**src/rtl/fifo_arbiter_pkg.sv**
```systemverilog
// Shared types and helpers for the round-robin FIFO arbiter.
// Used by fifo_arbiter (optional counters: FIFO_ARBITER_STATS_EN) and rr_picker.
package fifo_arbiter_pkg;

   typedef enum logic {
      StIdle,
      StBurst
   } state_e;

   // Widest request vector the round-robin helper can scan.
   localparam int unsigned MaxReq  = 32;
   localparam int unsigned MaxReqW = 5;

   // Round-robin pick: first set bit of valid scanning from last_idx+1 upward, modulo num_req.
   // num_req must be a power of two. Returns last_idx when nothing is valid.
   function automatic int unsigned next_rr_index(input logic [MaxReq-1:0] valid,
                                                 input int unsigned       last_idx,
                                                 input int unsigned       num_req);
      int unsigned        pick;
      int unsigned        k;
      logic [MaxReqW-1:0] idx;
      pick = last_idx;
      // Scan farthest candidate first so the nearest valid one is written last and wins.
      for (int unsigned n = 0; n < MaxReq; n++) begin
         k = MaxReq - n;
         if (k <= num_req) begin
            idx = MaxReqW'((last_idx + k) & (num_req - 1));
            if (valid[idx]) begin
               pick = 32'(idx);
            end
         end
      end
      return pick;
   endfunction

endpackage

```
**src/rtl/fifo_arbiter_rr_picker.sv**
```systemverilog
// Combinational round-robin priority selector: valid vector plus last grant gives
// a found flag and the next index to serve.
module rr_picker
   import fifo_arbiter_pkg::*;
#(
   parameter int unsigned  NUM_REQ = 4,
   localparam int unsigned IdxW    = $clog2(NUM_REQ)
) (
   input  logic [NUM_REQ-1:0] valid,
   input  logic [IdxW-1:0]    last,
   output logic               found,
   output logic [IdxW-1:0]    index
);

   logic [MaxReq-1:0] valid_pad;

   // Pad the request vector to the helper width and pick the next requester.
   always_comb begin
      valid_pad = MaxReq'(valid);
      found     = |valid;
      index     = IdxW'(next_rr_index(valid_pad, 32'(last), NUM_REQ));
   end

endmodule

```
**src/rtl/fifo_arbiter.sv**
```systemverilog
// Round-robin, burst-locked arbiter draining NUM_REQ zero-cycle-read FIFOs into one
// registered valid/ready output stage. Optional per-requester saturating word
// counters are built when FIFO_ARBITER_STATS_EN is defined.
module fifo_arbiter
   import fifo_arbiter_pkg::*;
#(
   parameter int unsigned  NUM_REQ       = 4,
   parameter int unsigned  BIT_WIDTH     = 32,
   parameter int unsigned  MAX_BURST     = 4,
   parameter type          METADATA_TYPE = logic,
   localparam int unsigned IdxW          = $clog2(NUM_REQ)
) (
   input  logic                              clk,
   input  logic                              rst_n,
   input  logic [NUM_REQ-1:0]                req_valid,
   input  logic [NUM_REQ-1:0][BIT_WIDTH-1:0] req_data,
   input  METADATA_TYPE                      req_metadata [NUM_REQ],
   output logic [NUM_REQ-1:0]                req_enable,
   output logic                              out_valid,
   output logic [BIT_WIDTH-1:0]              out_data,
   output METADATA_TYPE                      out_metadata,
   output logic [IdxW-1:0]                   out_source,
   input  logic                              out_ready,
`ifdef FIFO_ARBITER_STATS_EN
   output logic [NUM_REQ-1:0][15:0]          grant_count,
`endif
   output logic                              busy
);

   localparam int unsigned CntW = $clog2(MAX_BURST) + 1;

   state_e          state;
   logic [IdxW-1:0] grant;
   logic [IdxW-1:0] last_grant;
   logic [IdxW-1:0] pick_idx;
   logic [CntW-1:0] burst_cnt;
   logic            pick_found;
   logic            xfer;
   logic            burst_last;

   rr_picker #(
      .NUM_REQ(NUM_REQ)
   ) u_picker (
      .valid(req_valid),
      .last (last_grant),
      .found(pick_found),
      .index(pick_idx)
   );

   // Pop the granted FIFO whenever the output stage is free or being drained this cycle.
   always_comb begin
      xfer              = (state == StBurst) && req_valid[grant] && (!out_valid || out_ready);
      req_enable        = '0;
      req_enable[grant] = xfer;
      burst_last        = (burst_cnt == CntW'(MAX_BURST - 1));
      busy              = (state == StBurst) || out_valid;
   end

   // Arbitration FSM plus the registered output stage.
   always_ff @(posedge clk or negedge rst_n) begin
      if (!rst_n) begin
         state        <= StIdle;
         grant        <= '0;
         last_grant   <= IdxW'(NUM_REQ - 1);
         burst_cnt    <= '0;
         out_valid    <= 1'b0;
         out_data     <= '0;
         out_metadata <= '0;
         out_source   <= '0;
      end else begin
         unique case (state)
            StIdle: begin
               if (pick_found) begin
                  grant     <= pick_idx;
                  burst_cnt <= '0;
                  state     <= StBurst;
               end
            end
            StBurst: begin
               // A drained requester or a full burst hands priority to the next one.
               if (!req_valid[grant] || (xfer && burst_last)) begin
                  state      <= StIdle;
                  last_grant <= grant;
               end
               if (xfer) begin
                  burst_cnt <= burst_cnt + CntW'(1);
               end
            end
         endcase

         if (xfer) begin
            out_valid    <= 1'b1;
            out_data     <= req_data[grant];
            out_metadata <= req_metadata[grant];
            out_source   <= grant;
         end else if (out_ready) begin
            out_valid <= 1'b0;
         end
      end
   end

`ifdef FIFO_ARBITER_STATS_EN
   // Per-requester saturating count of words popped.
   always_ff @(posedge clk or negedge rst_n) begin
      if (!rst_n) begin
         grant_count <= '0;
      end else if (xfer && (grant_count[grant] != 16'hFFFF)) begin
         grant_count[grant] <= grant_count[grant] + 16'd1;
      end
   end
`endif

endmodule
```
**config.mk**
```make
export PLATFORM = sky130hd
export DESIGN_NAME = fifo_arbiter
export DESIGN_NICKNAME = d
export VERILOG_FILES = /design/src/rtl/fifo_arbiter_pkg.sv /design/src/rtl/fifo_arbiter_rr_picker.sv /design/src/rtl/fifo_arbiter.sv
export SDC_FILE = /design/constraint.sdc
export NUM_CORES = 1
export LEC_CHECK = 0
export BUFFER_PORTS_ARGS = -buffer_cell sky130_fd_sc_hd__buf_4
export CAP_MARGIN = 40
export CORE_ASPECT_RATIO = 0.8
export CORE_MARGIN = 4
export CORE_UTILIZATION = 43
export DETAILED_ROUTE_END_ITERATION = 8
export MAX_ROUTING_LAYER = met4
export PLACE_DENSITY_LB_ADDON = 0.2
export REMOVE_ABC_BUFFERS = 1
export SLEW_MARGIN = 20
export SYNTH_ARGS = -nofsm -noshare
export SYNTH_HDL_FRONTEND = slang
export SYNTH_SLANG_ARGS = --single-unit
```
**constraint.sdc**
```tcl
create_clock -name clk -period 2.1 [get_ports clk]
set_clock_uncertainty 0.15 [all_clocks]
set_input_delay 0.105 -clock clk [delete_from_list [all_inputs] [get_ports clk]]
set_output_delay 0.105 -clock clk [all_outputs]
set_load 0.005 [all_outputs]
```
==> impl_metrics.tcl, run 1 <==
set metrics [dict create \
    cpLargestDelayFamily "buffers and inverters" \
    cts_tree "done" \
    avgRoutedWirePerCell_um 17.8 \
    r2r-start "grant[1]" \
    area_growth_pct 54.8 \
    critPathArrivalTime_ps 1720 \
    pwr_density_cell_nw_per_um2 1300 \
    dp_cells 437 \
    routed_wl_um 7930 \
    clock-root-buffer "clkbuf_8" \
    ys_seq_area_share_pct 39.4 \
    grt_overflow 0 \
    yosysWarnings 0 \
    synth_mux_area_share_pct 46.8 \
    die_w_um 98.2 \
    via_per_inst 5.21 \
    required_ps 1850 \
    path_class "reg2out" \
    clockBufferDepth 2 \
    max_freq_mhz 507 \
    vias 2325 \
    hold_path_class "in2reg" \
    avgSynthCellArea_um2 15.6 \
    synth_cells 180 \
    critical_path.slowest_cell "dfrtp_2" \
    hold_start "req_valid[2]" \
    syn-cell-area_um2 2800 \
    cap_violations 0 \
    firstDrtPassIters 4 \
    irDropWorstVdd_mv 0.743 \
    drtIter0Drc 72 \
    cts_sinks 44 \
    cts_resized 0 \
    final_cell_count_no_fill 446 \
    final_cell_mix "184 x buf_4, 40 x dfrtp_1, 33 x mux4_2, 27 x mux2_4, 10 x nand2_1" \
    synthAdderAreaFrac_pct 0.893 \
    drcViolationCount 0 \
    path_buf_inv 3 \
    finalMaxSlewViolations 0 \
    crit_path_end_kind "primary output" \
    crit_fanout 7 \
    n_fill_cell 476 \
    place.gp.congestion 0.833 \
    ioPinCount 180 \
    cp-start-kind "register" \
    final_net_count 502 \
    worst_pin_slew_ps 711 \
    coreArea_um2 6340 \
    synth_compound_area_share_pct 3.22 \
    synthSimpleGateAreaFrac_pct 5.72 \
    r2r_setup_slack_ps 160 \
    synthXorXnorAreaFrac_pct 0 \
    grt.total_usage_pct 20.6 \
    startpoint "grant[0]" \
    io_buffer_count 179 \
    dp_hpwl_um 6360 \
    post-route-period-util_pct 94.0 \
    grt_pass1_wl_um 12400 \
    antennaDiodeCount 0 \
    crit_chain "buf_4 > nor3_2 > buf_4 > nand2_1 > nor2_1 > buf_4" \
    final_antenna_net_count 0 \
    ys_types 33 \
    post-route-min-period_ps 1970 \
    die_height_um 80.2 \
    drive_gt1_share_pct 74.6 \
    rows 26 \
    slew_headroom_pct 52.1 \
    cts_setup_buffers 0 \
    rsz0062_at_grt "no" \
    die_area_um2 7880 \
    p_leak_nw 2.12 \
    finalHoldViolCount 0 \
    ys_ff_latch 44 \
    setup_violations 0 \
    antenna_found_initial 0 \
    grt_max_degree 45 \
    htreeDepth 2 \
    power_mw 5.64 \
    grt_pass1_vias 2500 \
    clk_pin_slew_ps 80 \
    cts_hold_buffers 1 \
    status "finished clean" \
    clk_latency_ps 280 \
    synth_top_family_by_area "multiplexers" \
    start_util_pct 44.2 \
    numCtsBuffers 5 \
    crit_path_max_incr_delay_ps 450 \
    worst_path_most_repeated_cell "buf_4" \
    final_common_cell "buf_4" \
]
cells by family after synthesis:
group / after synthesis
muxes: 74
and+or+nand+nor: 31
adders and majority gates: 2
buffers and inverters: 18
DFF: 44
AOI/OAI and AO/OA: 11
cell type report:
type | count | area (um2) | area share (%)
multi-input cells | 118 | 1590 | 36.6
clock buffers | 8 | 90.1 | 2.08
well taps | 84 | 105 | 2.42
repair buffers | 187 | 1430 | 33.0
inverters | 5 | 18.8 | 0.433
flip-flops and latches | 44 | 1110 | 25.5
sequential cells by signal, summed over array words and instances (netlist names):
signal        count
out_data         32
burst_cnt         3
grant             2
last_grant        2
out_source        2
out_metadata      1
out_valid         1
state             1
worst register-to-register path: stages (launching register included):
cell,delay (ps)
dfrtp_2,420
mux2i_1,300
nor3_2,100
a21oi_4,180
buf_12,270
mux2_2,400
layer usage:
layer / vias to the layer above / global-route usage [%] / share of wire [%]
met1: 1130 / 22.9 / 37
met4: 0 / 3.41 / 0.85
met5: - / - / 0
li1: 1066 / - / -
met3: 8 / 5.56 / 9.0
met2: 121 / 38.2 / 53
path summary, 6_finish.rpt:
path / endpoint / depth (start not counted)
worst max-delay path: req_enable[2] / 6
worst min register to register: burst_cnt[0] / 1
worst min-delay path: state / 3
min in group asynchronous: out_metadata / 2
max in group asynchronous: grant[0] / 2
worst max register to register: out_data[2] / 5
stage by stage:
| stage | utilization [%] | setup WS [ps] | cell area, um2 | hold slack (ps) | setup TNS, ps |
|---|---|---|---|---|---|
| after floorplan | - | -1340 | 2710 | -341 | -49030 |
| after CTS | 68.4 | 101 | 4340 | 26.8 | 0 |
| after detailed placement | 66.8 | 169 | 4240 | -10.2 | 0 |
| after global routing | 68.4 | 2.75 | 4340 | 39.5 | 0 |
| after global placement | 66.8 | 243 | 4240 | -19.6 | 0 |
| final | 68.4 | 126 | 4340 | 32.5 | 0 |
report_power, final:
part           switching, mW  total [mW]  internal (mW)
Clock                  0.268       0.536          0.269
Sequential             0.322        1.63           1.31
Combinational           1.26        3.47           2.21
Total                   1.85        5.64           3.79
Yosys cell counts:
master	n	area (um2)
dfrtp_1	42	1050
mux4_2	33	743
mux2_4	27	405
nand2_1	10	37.5
mux2_2	8	90.1
buf_2	5	25.0
buf_6	5	56.3
inv_1	5	18.8
mux2i_1	5	50.1
nand3_1	5	25.0
nor2_1	4	15.0
clkbuf_1	3	11.3
a21oi_1	2	10.0
dfstp_2	2	52.6
ha_1	2	25.0
nand2b_1	2	12.5
nor3_2	2	20.0
nor4_1	2	12.5
o21ai_0	2	10.0
a21o_1	1	7.51
a21oi_4	1	16.3
a221oi_1	1	8.76
a31oi_1	1	6.26
mux2i_4	1	22.5
nand3b_1	1	7.51
nand4_1	1	6.26
nor2b_1	1	6.26
nor3_1	1	5.00
o21a_1	1	7.51
o31ai_1	1	7.51
o41ai_2	1	16.3
or2_2	1	6.26
or3_1	1	6.26
No activity file was read; power rests on OpenSTA's default activity.
==> run 2: changes to the inputs <==
CORE_ASPECT_RATIO = 1.25   (was 0.8)
CTS_CLUSTER_SIZE = 16   (was not set)
HOLD_SLACK_MARGIN = 0.15   (was not set)
==> run 2 against run 1 <==
  * The run now fails in clock tree synthesis (4_1_cts)
  * Synthesized cell count unchanged
  * Synthesized area is the same
==> impl_metrics.tcl, run 2 <==
set metrics [dict create \
    status "stopped before the end" \
    haltStage "clock tree synthesis (4_1_cts)" \
    error_line "[ERROR RSZ-0060] Max buffer count reached." \
    start_util_pct 44.9 \
    die_height_um 98.2 \
    cts_resized 0 \
    ys_seq_area_share_pct 39.4 \
    yosysWarnings 0 \
    cts_sinks 44 \
    ioPinCount 180 \
    synth_edf_count 0 \
    clockBufferDepth 2 \
    avgSynthCellArea_um2 15.6 \
    cts_setup_buffers 0 \
    ys_types 33 \
    synth_cells 180 \
    numCtsBuffers 5 \
    rows 32 \
    dp_hpwl_um 6550 \
    clock-root-buffer "clkbuf_8" \
    yosysTopAreaCell "dfrtp_1" \
    place.gp.congestion 0.824 \
    async_reset_ff_share_pct 100 \
    synth_top_cell_area_share_pct 37.5 \
    io_buffer_count 179 \
    synth_common_cells "42 x dfrtp_1, 33 x mux4_2, 27 x mux2_4" \
    synthFlopType "dfrtp_1" \
    syn-cell-area_um2 2800 \
    synth.most_common_cell "dfrtp_1" \
    place_ws_ps 234 \
    synth_area_leaders "dfrtp_1 38%, mux4_2 27%, mux2_4 14%" \
    htreeDepth 2 \
    ys_ff_latch 44 \
    die_w_um 80.2 \
    cts_hold_buffers 101 \
]
==> run 2: metrics by stage <==
step | instances | instance area (um2) | hold WS, ps
after global placement | 439 | 4270 | -13.5
after detailed placement | 439 | 4270 | -5.91
after floorplan | 167 | 2710 | -341
==> run 2: kinds of logic after synthesis <==
group                      count (synthesis)  share of synthesized area (%)
AOI/OAI and AO/OA                         11                           3.22
and+or+nand+nor                           31                           5.72
adders and majority gates                  2                          0.893
DFF                                       44                           39.4
buffers and inverters                     18                           3.97
muxes                                     74                           46.8
==> run 3: changes to the inputs <==
CORE_ASPECT_RATIO = not set   (was 1.25)
CORE_UTILIZATION = 40   (was 43)
CTS_CLUSTER_SIZE = not set   (was 16)
HOLD_SLACK_MARGIN = not set   (was 0.15)
MAX_ROUTING_LAYER = not set   (was met4)
PLACE_DENSITY_LB_ADDON = 0.15   (was 0.2)
==> run 3 against run 2 <==
  * The run now ends clean
==> impl_metrics.tcl, run 3 (synthesis gave the netlist of run 1 again) <==
set metrics [dict create \
    status "finished clean" \
    vias 2332 \
    clockBufferDepth 2 \
    via_per_inst 5.08 \
    worst_pin_slew_ps 552 \
    cts_tree "done" \
    critPathArrivalTime_ps 1720 \
    n_fill_cell 517 \
    slew_headroom_pct 63.2 \
    clk_pin_slew_ps 80 \
    post-route-min-period_ps 1980 \
    grt.total_usage_pct 18.9 \
    setup_violations 0 \
    cts_sinks 44 \
    final_antenna_net_count 0 \
    dp_hpwl_um 6490 \
    grt_pass1_vias 2553 \
    cp-start-kind "register" \
    hold-path-endpoint "last_grant[0]" \
    dpl_cell_area_um2 4260 \
    p_sw_mw 1.84 \
    regMostFlops "out_data" \
    drtIter0Drc 36 \
    htreeDepth 2 \
    grt_pass1_wl_um 12800 \
    clockPowerShare_pct 9.4 \
    hold_start "req_valid[1]" \
    hold_path_class "in2reg" \
    seq_area_um2 1110 \
    fin_area_um2 4360 \
    required_ps 1850 \
    r2r_end "out_data[5]" \
    die_height_um 91.7 \
    r2r_setup_slack_ps 240 \
    rows 30 \
    die_area_um2 8410 \
    die_w_um 91.7 \
    routed_wl_um 8000 \
    r2r-start "grant[1]" \
    switching_share_pct 32.5 \
    largest_register_ffs 32 \
    area_growth_pct 55.6 \
    worstHoldPathCells 4 \
    io_buffer_count 179 \
    avgRoutedWirePerCell_um 17.4 \
    firstDrtPassIters 4 \
    finalMaxSlewViolations 0 \
    max_freq_mhz 506 \
    grt_max_degree 45 \
    cts_setup_buffers 0 \
    place.gp.congestion 0.845 \
    r2r_cells 5 \
    p_seq_share_pct 28.9 \
    irDropWorstVdd_mv 0.614 \
    numCtsBuffers 5 \
    pwr_density_cell_nw_per_um2 1290 \
    antenna_found_initial 0 \
    top_regs "out_data: 32 flops, burst_cnt: 3 flops" \
    cap_violations 0 \
    antennaDiodeCount 0 \
    post-route-period-util_pct 94.1 \
    final_net_count 503 \
    path_class "reg2out" \
    drive_gt1_share_pct 74.7 \
    p_leak_nw 2.12 \
    ioPinCount 180 \
    rsz0062_at_grt "no" \
    drcViolationCount 0 \
    grt_overflow 0 \
    cts_hold_buffers 1 \
    share_comb_of_total_power_pct 61.7 \
    internal_power_mw 3.80 \
    crit_path_end_kind "primary output" \
    final_cell_mix "185 x buf_4, 40 x dfrtp_1, 33 x mux4_2, 27 x mux2_4, 10 x nand2_1" \
    coreArea_um2 6790 \
    crit_fanout 27 \
    clock-root-buffer "clkbuf_8" \
    finalHoldViolCount 0 \
    clk_latency_ps 280 \
    final_common_cell "buf_4" \
    multi_input_comb_area_um2 1590 \
    cts_resized 0 \
    hold_ws_ps 71.6 \
    start_util_pct 41.2 \
    fin_tns_setup_ps 0 \
]
==> run 3: how the worst max path moves through the flow <==
stage	startpoint	to	slack, ps	cells past startpoint
2_1_floorplan	grant[0]	out_data[0]	-1340	3
3_3_place_gp	grant[1]	out_data[0]	280	5
3_5_place_dp	grant[1]	out_data[5]	230	5
4_1_cts	grant[1]	req_enable[3]	120	4
5_1_grt	grant[1]	req_enable[3]	50	4
6_report	grant[1]	req_enable[3]	120	4
==> run 3: power by group through the flow <==
stage / sequential, mW / clock [mW] / combinational [mW]
after floorplan: 1.82 / 0 / 1.97
after global placement: 1.63 / 0 / 3.46
after detailed placement: 1.64 / 0 / 3.53
after CTS: 1.63 / 0.552 / 3.54
after global routing: 1.69 / 0.596 / 3.74
final: 1.63 / 0.531 / 3.48
==> run 3: worst max-delay path: stages (launching register included) <==
cell and delay, ps:
dfrtp_2 420, buf_4 350, inv_1 110, nor4_1 370
buf_4 180
==> run 3: area by class of cell <==
class	instances	area share (%)
multi-input combinational	118	36.4
inverter	5	0.430
sequential	44	25.4
tap	96	2.75
timing repair buffer	188	33.0
clock buffer	8	2.07
==> run 3: stage by stage <==
stage	cells	power, mW	utilization, %	worst slack [ps]
floorplan	167	3.80	-	-1340
global placement	450	5.09	62.7	281
detailed placement	450	5.17	62.7	228
CTS	459	5.73	64.2	125
global route	459	6.03	64.2	46.3
finish	459	5.64	64.2	124
==> run 3: layer usage <==
metal | part of all wire (%) | global-route usage, %
met1 | 38 | 23.4
met2 | 51 | 32.9
met3 | 9.5 | 5.58
met4 | 1.1 | 4.02
met5 | 0 | 0
==> run 4: changes to the inputs <==
CORE_UTILIZATION = 43   (was 40)
==> run 4 against run 3 <==
  * First-iteration DRC count is 61% higher
  * Sequential power hardly changed
  * Total power hardly changed
  * Combinational power hardly changed
  * Non-clock buffer count is 2 lower
  * Hold slack worse by 34 ps
==> impl_metrics.tcl, run 4 (synthesis gave the netlist of run 1 again) <==
set metrics [dict create \
    status "finished clean" \
    clk_pin_slew_ps 80 \
    hold_ws_ps 37.4 \
    switching_share_pct 32.6 \
    place_ws_ps 199 \
    rsz0062_at_grt "no" \
    n_fill_cell 513 \
    path_class "reg2reg" \
    internal_power_mw 3.81 \
    post-route-period-util_pct 91.2 \
    firstDrtPassIters 4 \
    p_seq_share_pct 28.5 \
    post-route-min-period_ps 1920 \
    start_util_pct 44.1 \
    place.gp.congestion 0.812 \
    drcViolationCount 0 \
    antennaDiodeCount 0 \
    grt_pass1_wl_um 11800 \
    antenna_found_initial 0 \
    fin_tns_setup_ps 0 \
    share_comb_of_total_power_pct 61.8 \
    worstHoldPathCells 3 \
    clock-root-buffer "clkbuf_8" \
    clockPowerShare_pct 9.7 \
    final_cell_count_no_fill 438 \
    numCtsBuffers 5 \
    die_area_um2 7870 \
    dp_hpwl_um 6210 \
    final_cell_mix "181 x buf_4, 40 x dfrtp_1, 33 x mux4_2, 27 x mux2_4, 10 x nand2_1" \
    via_per_inst 5.25 \
    dpl_cell_area_um2 4230 \
    setup_violations 0 \
    rows 29 \
    crit_fanout 20 \
    grt_max_degree 45 \
    p_sw_mw 1.84 \
    final_net_count 501 \
    finalMaxSlewViolations 0 \
    critPathArrivalTime_ps 1950 \
    area_growth_pct 54.9 \
    r2r_cells 5 \
    cts_tree "done" \
    top_regs "out_data: 32 flops, burst_cnt: 3 flops" \
    io_buffer_count 179 \
    finalHoldViolCount 0 \
    ioPinCount 180 \
    grt.total_usage_pct 19.9 \
    htreeDepth 2 \
    final_common_cell "buf_4" \
    clk_latency_ps 290 \
    die_w_um 88.7 \
    p_leak_nw 2.13 \
    slew_headroom_pct 49.6 \
    pwr_density_cell_nw_per_um2 1300 \
    worst_pin_slew_ps 747 \
    vias 2299 \
    routed_wl_um 7910 \
    grt_pass1_vias 2355 \
    coreArea_um2 6350 \
    setup_ws_ps 185 \
    max_freq_mhz 522 \
    dp_cells 429 \
    final_antenna_net_count 0 \
    grt_overflow 0 \
    cts_sinks 44 \
    required_ps 2130 \
    fin_area_um2 4340 \
    drtIter0Drc 58 \
    crit_path_end_kind "register" \
    cap_violations 0 \
    die_height_um 88.7 \
    largest_register_ffs 32 \
    drive_gt1_share_pct 75.1 \
    regMostFlops "out_data" \
    irDropWorstVdd_mv 0.762 \
    clockBufferDepth 2 \
    hold_path_class "in2reg" \
    avgRoutedWirePerCell_um 18.0 \
    cp-start-kind "register" \
]
[run 4: cell types whose count changed in the layout (fill, tap and decap cells not counted), sizes merged]
cell    previous run  this run
buf              187       185
clkbuf             8         6
clkinv             0         2
[run 4: cell type report]
class                           count  area, um2  share of cell area (%)
Multi-Input combinational cell    118       1590                    36.6
Timing Repair Buffer              186       1440                    33.2
Sequential cell                    44       1110                    25.5
Tap cell                           77       96.3                    2.22
Clock buffer                        6       82.6                    1.90
Inverter                            5       18.8                   0.432
Clock inverter                      2       10.0                   0.231
[run 4: final timing paths]
check / start / slack, ps / endpoint
worst max register to register: grant[1] / 180 / out_data[30]
worst min-delay path: req_valid[2] / 40 / state
worst max-delay path: grant[1] / 180 / out_data[30]
min in group asynchronous: rst_n / 200 / out_data[12]
max in group asynchronous: rst_n / 1170 / grant[0]
worst min register to register: burst_cnt[0] / 340 / burst_cnt[0]
[run 4: per-stage QoR]
step	total power [mW]	utilization [%]
after floorplan	3.80	-
after global placement	5.10	66.7
after detailed placement	5.16	66.7
after CTS	5.73	68.3
after global routing	6.05	68.4
final	5.64	68.4
[run 4: metal layers]
| metal | wire (um) | GRT usage [%] | part of all wire [%] | vias up |
|---|---|---|---|---|
| met3 | 648 | 4.28 | 8.2 | 7 |
| met1 | 2980 | 25.2 | 38 | 1142 |
| met5 | 0 | 0 | 0 | - |
| met4 | 62 | 3.71 | 0.78 | 0 |
| li1 | - | - | - | 1061 |
| met2 | 4210 | 35.2 | 53 | 89 |
[run 4: worst max-delay path: stages, from the launching register on]
cell	delay [ps]
dfrtp_2	430
mux2i_1	300
nor3_2	120
a21oi_4	230
buf_12	220
mux2_2	350
[run 4: timing repair]
item	in CTS	in global routing
hold buffers	1	0
hold endpoints to repair	42	0
setup endpoints to repair	0	1
gates resized for setup	0	1
buffers inserted	0	0
[run 4: power by group through the flow]
stage	Clock, mW	Sequential (mW)	Combinational [mW]
floorplan	0	1.82	1.97
global placement	0	1.61	3.49
detailed placement	0	1.62	3.54
CTS	0.569	1.61	3.56
global route	0.598	1.67	3.79
finish	0.546	1.61	3.49
